File: src/rtl/scan_chain_loader.sv
`default_nettype none
// ---------------------------------------------------------------------------
// scan_chain_loader : serialises host config words LSB-first onto a scan chain,
//                     shifting exactly CHAIN_LEN bits per load.  Rev 1.0
// ---------------------------------------------------------------------------
module scan_chain_loader #(
   parameter int CHAIN_LEN = 40,
   parameter int WORD_W    = 16
) (
   input  logic                           clk,
   input  logic                           reset,
   input  logic                           start,
   input  logic [WORD_W-1:0]              in_data,
   input  logic                           in_valid,
   output logic                           in_ready,
   output logic                           scan_en,
   output logic                           scan_in,
   output logic                           busy,
   output logic                           done,
   output logic                           cfg_loaded,
   output logic [$clog2(CHAIN_LEN+1)-1:0] bits_left
);

   localparam int BL_W = $clog2(CHAIN_LEN + 1);
   localparam int WC_W = $clog2(WORD_W + 1);

   localparam logic [BL_W-1:0] BL_ONE  = BL_W'(1);
   localparam logic [BL_W-1:0] BL_FULL = BL_W'(CHAIN_LEN);
   localparam logic [WC_W-1:0] WC_ONE  = WC_W'(1);
   localparam logic [WC_W-1:0] WC_FULL = WC_W'(WORD_W);

   typedef enum logic [1:0] {
      ST_IDLE      = 2'd0,
      ST_WAIT_WORD = 2'd1,
      ST_SHIFT     = 2'd2,
      ST_DONE      = 2'd3
   } state_t;

   state_t            state_q, state_d;
   logic [WORD_W-1:0] sreg_q, sreg_d;
   logic [WC_W-1:0]   word_cnt_q, word_cnt_d;
   logic [BL_W-1:0]   bits_left_q, bits_left_d;
   logic              scan_en_q, scan_en_d;
   logic              scan_in_q, scan_in_d;
   logic              cfg_loaded_q, cfg_loaded_d;
   logic [WC_W-1:0]   first_cnt;

   // Bits taken from a freshly accepted word: a whole word, or the remainder
   // of the chain when fewer than WORD_W bits are still outstanding.
   always_comb begin
      first_cnt = WC_FULL;
      if (32'(bits_left_q) < WORD_W) begin
         first_cnt = WC_W'(bits_left_q);
      end
   end

   always_comb begin
      state_d      = state_q;
      sreg_d       = sreg_q;
      word_cnt_d   = word_cnt_q;
      bits_left_d  = bits_left_q;
      scan_en_d    = 1'b0;
      scan_in_d    = 1'b0;
      cfg_loaded_d = cfg_loaded_q;

      case (state_q)
         ST_IDLE: begin
            if (start) begin
               state_d      = ST_WAIT_WORD;
               bits_left_d  = BL_FULL;
               cfg_loaded_d = 1'b0;
            end
         end

         // The first bit is launched on the acceptance edge so that every
         // SHIFT cycle presents exactly one bit.
         ST_WAIT_WORD: begin
            if (in_valid) begin
               state_d    = ST_SHIFT;
               scan_en_d  = 1'b1;
               scan_in_d  = in_data[0];
               sreg_d     = in_data >> 1;
               word_cnt_d = first_cnt;
            end
         end

         ST_SHIFT: begin
            bits_left_d = bits_left_q - BL_ONE;
            word_cnt_d  = word_cnt_q - WC_ONE;
            if (bits_left_q == BL_ONE) begin
               state_d      = ST_DONE;
               cfg_loaded_d = 1'b1;
            end else if (word_cnt_q == WC_ONE) begin
               state_d = ST_WAIT_WORD;
            end else begin
               scan_en_d = 1'b1;
               scan_in_d = sreg_q[0];
               sreg_d    = sreg_q >> 1;
            end
         end

         ST_DONE: begin
            state_d = ST_IDLE;
         end

         default: begin
            state_d = ST_IDLE;
         end
      endcase
   end

   always_ff @(posedge clk or negedge reset) begin
      if (!reset) begin
         state_q      <= ST_IDLE;
         sreg_q       <= '0;
         word_cnt_q   <= '0;
         bits_left_q  <= '0;
         scan_en_q    <= 1'b0;
         scan_in_q    <= 1'b0;
         cfg_loaded_q <= 1'b0;
      end else begin
         state_q      <= state_d;
         sreg_q       <= sreg_d;
         word_cnt_q   <= word_cnt_d;
         bits_left_q  <= bits_left_d;
         scan_en_q    <= scan_en_d;
         scan_in_q    <= scan_in_d;
         cfg_loaded_q <= cfg_loaded_d;
      end
   end

   assign in_ready   = (state_q == ST_WAIT_WORD);
   assign busy       = (state_q == ST_WAIT_WORD) || (state_q == ST_SHIFT);
   assign done       = (state_q == ST_DONE);
   assign scan_en    = scan_en_q;
   assign scan_in    = scan_in_q;
   assign cfg_loaded = cfg_loaded_q;
   assign bits_left  = bits_left_q;

endmodule
`default_nettype wire

File: config.mk
export PLATFORM = sky130hd
export DESIGN_NAME = scan_chain_loader
export DESIGN_NICKNAME = d
export VERILOG_FILES = /design/src/rtl/scan_chain_loader.sv
export SDC_FILE = /design/constraint.sdc
export NUM_CORES = 1
export LEC_CHECK = 0
export ABC_AREA = 0
export CAP_MARGIN = 25
export CELL_PAD_IN_SITES_DETAIL_PLACEMENT = 1
export CELL_PAD_IN_SITES_GLOBAL_PLACEMENT = 1
export CORE_AREA = 4 4 71 73
export DETAILED_ROUTE_END_ITERATION = 10
export DIE_AREA = 0 0 75 77
export GPL_TIMING_DRIVEN = 0
export HOLD_SLACK_MARGIN = 0.06
export PLACE_DENSITY_LB_ADDON = 0.05
export SYNTH_ARGS = -nofsm -noshare
export SYNTH_HDL_FRONTEND = slang
export SYNTH_SLANG_ARGS = --single-unit
File: constraint.sdc
create_clock -name clk -period 2.55 [get_ports clk]
set_input_delay 0.51 -clock clk [delete_from_list [all_inputs] [get_ports clk]]
set_output_delay 0.51 -clock clk [all_outputs]
set_load 0.05 [all_outputs]
==> results.yml <==
detailed_routing:
  ant_nets: 0
  post-route-drc-count: 0
  drt_iter0_markers: 76
  wl_per_cell_microns: 17.0
  first_pass_iters: 4
  drt_wl_total_microns: 4390
  avgViaCountPerCell: 5.49
  num_vias: 1421
yosys:
  yosys-top-cells-area: "dfrtp_1 45%, mux2i_1 9.9%, ha_1 6.5%"
  synth_enable_flop_cells: 0
  synth_seq_cells: 31
  synth.distinct_cells: 36
  syn_area_sq_um: 1720
  syn_inst: 169
  synth_top_area_frac: 0.450
  syn_nets: 198
  synthMostInstantiatedCell: "dfrtp_1"
  yosys-top-cells-count: "31 x dfrtp_1, 20 x nor2_1, 17 x mux2i_1"
  ys_warn_count: 0
  yosys.area.top_type: "dfrtp_1"
  synth-main-ff-cell: "dfrtp_1"
  seq_area_frac_synth: 0.450
  synth.avg_cell_area_sq_um: 10.2
  async_flop_share: 1.00
sta:
  fin_crit_sh: 0.882
  worst_slew_pin_slew_ps: 722
  whs_ps: 264
  report.final.slew_viol_count: 0
  relSlewSlack: 0.518
  tns_ps: 0
  fmax_mhz: 444
  min_period_ps: 2250
  clock_skew_ps: 7.90
  hold_violations: 0
  setup_viol: 0
  rsz0062_at_grt: "no"
cts:
  clk_pin_slew_worst_paths_ps: 70
  worst_skew_pair.late_latency_ps: 290
  clkSinkCount: 31
  cts_made_buffers: 5
  ctsHoldBuffers: 0
  htree_levels: 2
  root_buffer: "clkbuf_8"
  cts.path.max_buffers: 2
  cts_tree: "built"
flow_run:
  drv_cap: 0
finish:
  syn2layout_area_growth_pct: 26.7
  num-nets-final: 236
  antennaDiodeCount: 0
  stdcell_count: 259
  finish.utilization: 0.501
  drive_gt1_frac: 0.111
pwr:
  p_per_area_nw_per_um2: 1340
  cellLeakagePower_nw: 0.910
  vdd_drop_max_mv: 0.503
setup_path:
  r2r_cells: 7
  critPathCaptureType: "primary output"
  startpoint_type: "register"
  cp.required_ps: 2040
  cp_max_fo: 6
  cp.arrival_ps: 1740
  path_class: "reg2out"
floorplanning:
  placementRows: 24
  dieArea_sq_um: 5780
  start_util: 0.396
  die-width_microns: 75
  die_h_microns: 77
  core_area_sq_um: 4350
  ios: 32
global_routing:
  antenna_found_initial: 0
  grt_overflow_total: 0
  grt_max_degree: 32
  grt_pass1_vias: 1587
  grt.total_usage: 0.171
  grt_pass1_wl_microns: 7580
placement:
  numPortBuffers: 31
  dpl.cell_count: 252
  place_hpwl_microns: 3240
  place_congestion: 0.809
outcome:
  status: "completed"
hold_path:
  min_path_type: "in2async"
[flip-flops by register name, summed over array words and instances (netlist names)]
register / cells
sreg_q: 15
scan_en: 1
state_q: 2
scan_in: 1
bits_left: 6
cfg_loaded: 1
word_cnt_q: 5
[final timing paths]
kind                            start    endpoint  slack (ps)
max in group asynchronous       reset     scan_in        1800
min in group clk            sreg_q[3]   sreg_q[3]         530
min reg2reg                 sreg_q[3]   sreg_q[3]         530
max reg2reg                state_q[1]  sreg_q[13]         510
min                             reset  cfg_loaded         260
max                        state_q[1]    in_ready         300
[repair_timing]
action / 4_1_cts / 5_1_grt
gates resized for setup: 1 / 1
buffers inserted: 0 / 0
setup endpoints to repair: 1 / 1
cloned: 0 / 0
endpoints found under the hold margin: 0 / 0
[worst max-delay path: stages (launching register included)]
cell and delay (ps):
dfrtp_1 440, inv_1 130, ha_1 310, dlygate4sd2_1 580
[area by class of cell]
class | instances | area [sq um]
inverter | 10 | 37.5
buffer | 5 | 37.5
clock inverter | 1 | 5.00
sequential | 31 | 776
timing repair buffer | 31 | 307
fill | 472 | 2170
multi-input combinational | 123 | 872
clock buffer | 6 | 82.6
tap | 52 | 65.1
[per-layer routing]
| metal | GRT usage | routed length, microns |
|---|---|---|
| met3 | 0.0510 | 174 |
| met1 | 0.208 | 1890 |
| met5 | 0 | 0 |
| met4 | 0.0641 | 82 |
| met2 | 0.279 | 2240 |
[through the flow]
stage               total power, W  area (sq um)  setup WS, ps
floorplan                  0.00208          1720           478
global route               0.00318          2180           185
detailed placement         0.00256          2090           311
global placement           0.00248          2100           352
finish                     0.00293          2180           300
CTS                        0.00297          2180          10.4
[power breakdown]
| group | leakage (nW) | total (W) | switching [W] | internal (W) |
|---|---|---|---|---|
| combinational | 0.497 | 0.00161 | 0.000982 | 0.000633 |
| clock | 0.0470 | 0.000405 | 0.000193 | 0.000212 |
| sequential | 0.366 | 0.000908 | 0.000196 | 0.000712 |
[cell usage in the layout (no fill, tap or decap), types with 2 or more instances in the layout]
master           synthesis  layout
dfrtp_1                 31      31
clkdlybuf4s50_1          0      28
nor2_1                  20      20
mux2i_1                 17      17
a21oi_1                 14      14
nand2_1                 14      14
inv_1                   10      10
ha_1                     9       9
a21oi_2                  6       6
o21ai_0                  6       6
clkbuf_8                 0       6
buf_2                    3       4
a21boi_0                 3       3
nand3_1                  3       3
a22o_1                   3       3
nor4_1                   2       2
o22ai_1                  2       2
buf_6                    2       2
nor3_1                   2       2
xnor2_1                  2       2
o21bai_1                 2       2
a221oi_1                 2       2
[logic make-up (layout without fill, tap and decap cells)]
| logic type | Yosys count | count (layout) | share of synthesized area |
|---|---|---|---|
| AND/OR/NAND/NOR | 48 | 48 | 0.131 |
| AO/OA/AOI/OAI | 45 | 45 | 0.187 |
| flip-flops | 31 | 31 | 0.450 |
| multiplexers | 19 | 19 | 0.113 |
| buffers and inverters | 15 | 53 | 0.0436 |
| adder cells (fa/ha/maj) | 9 | 9 | 0.0654 |
| XOR/XNOR | 2 | 2 | 0.0102 |
Note: power is estimated with default switching activity, not from simulation.
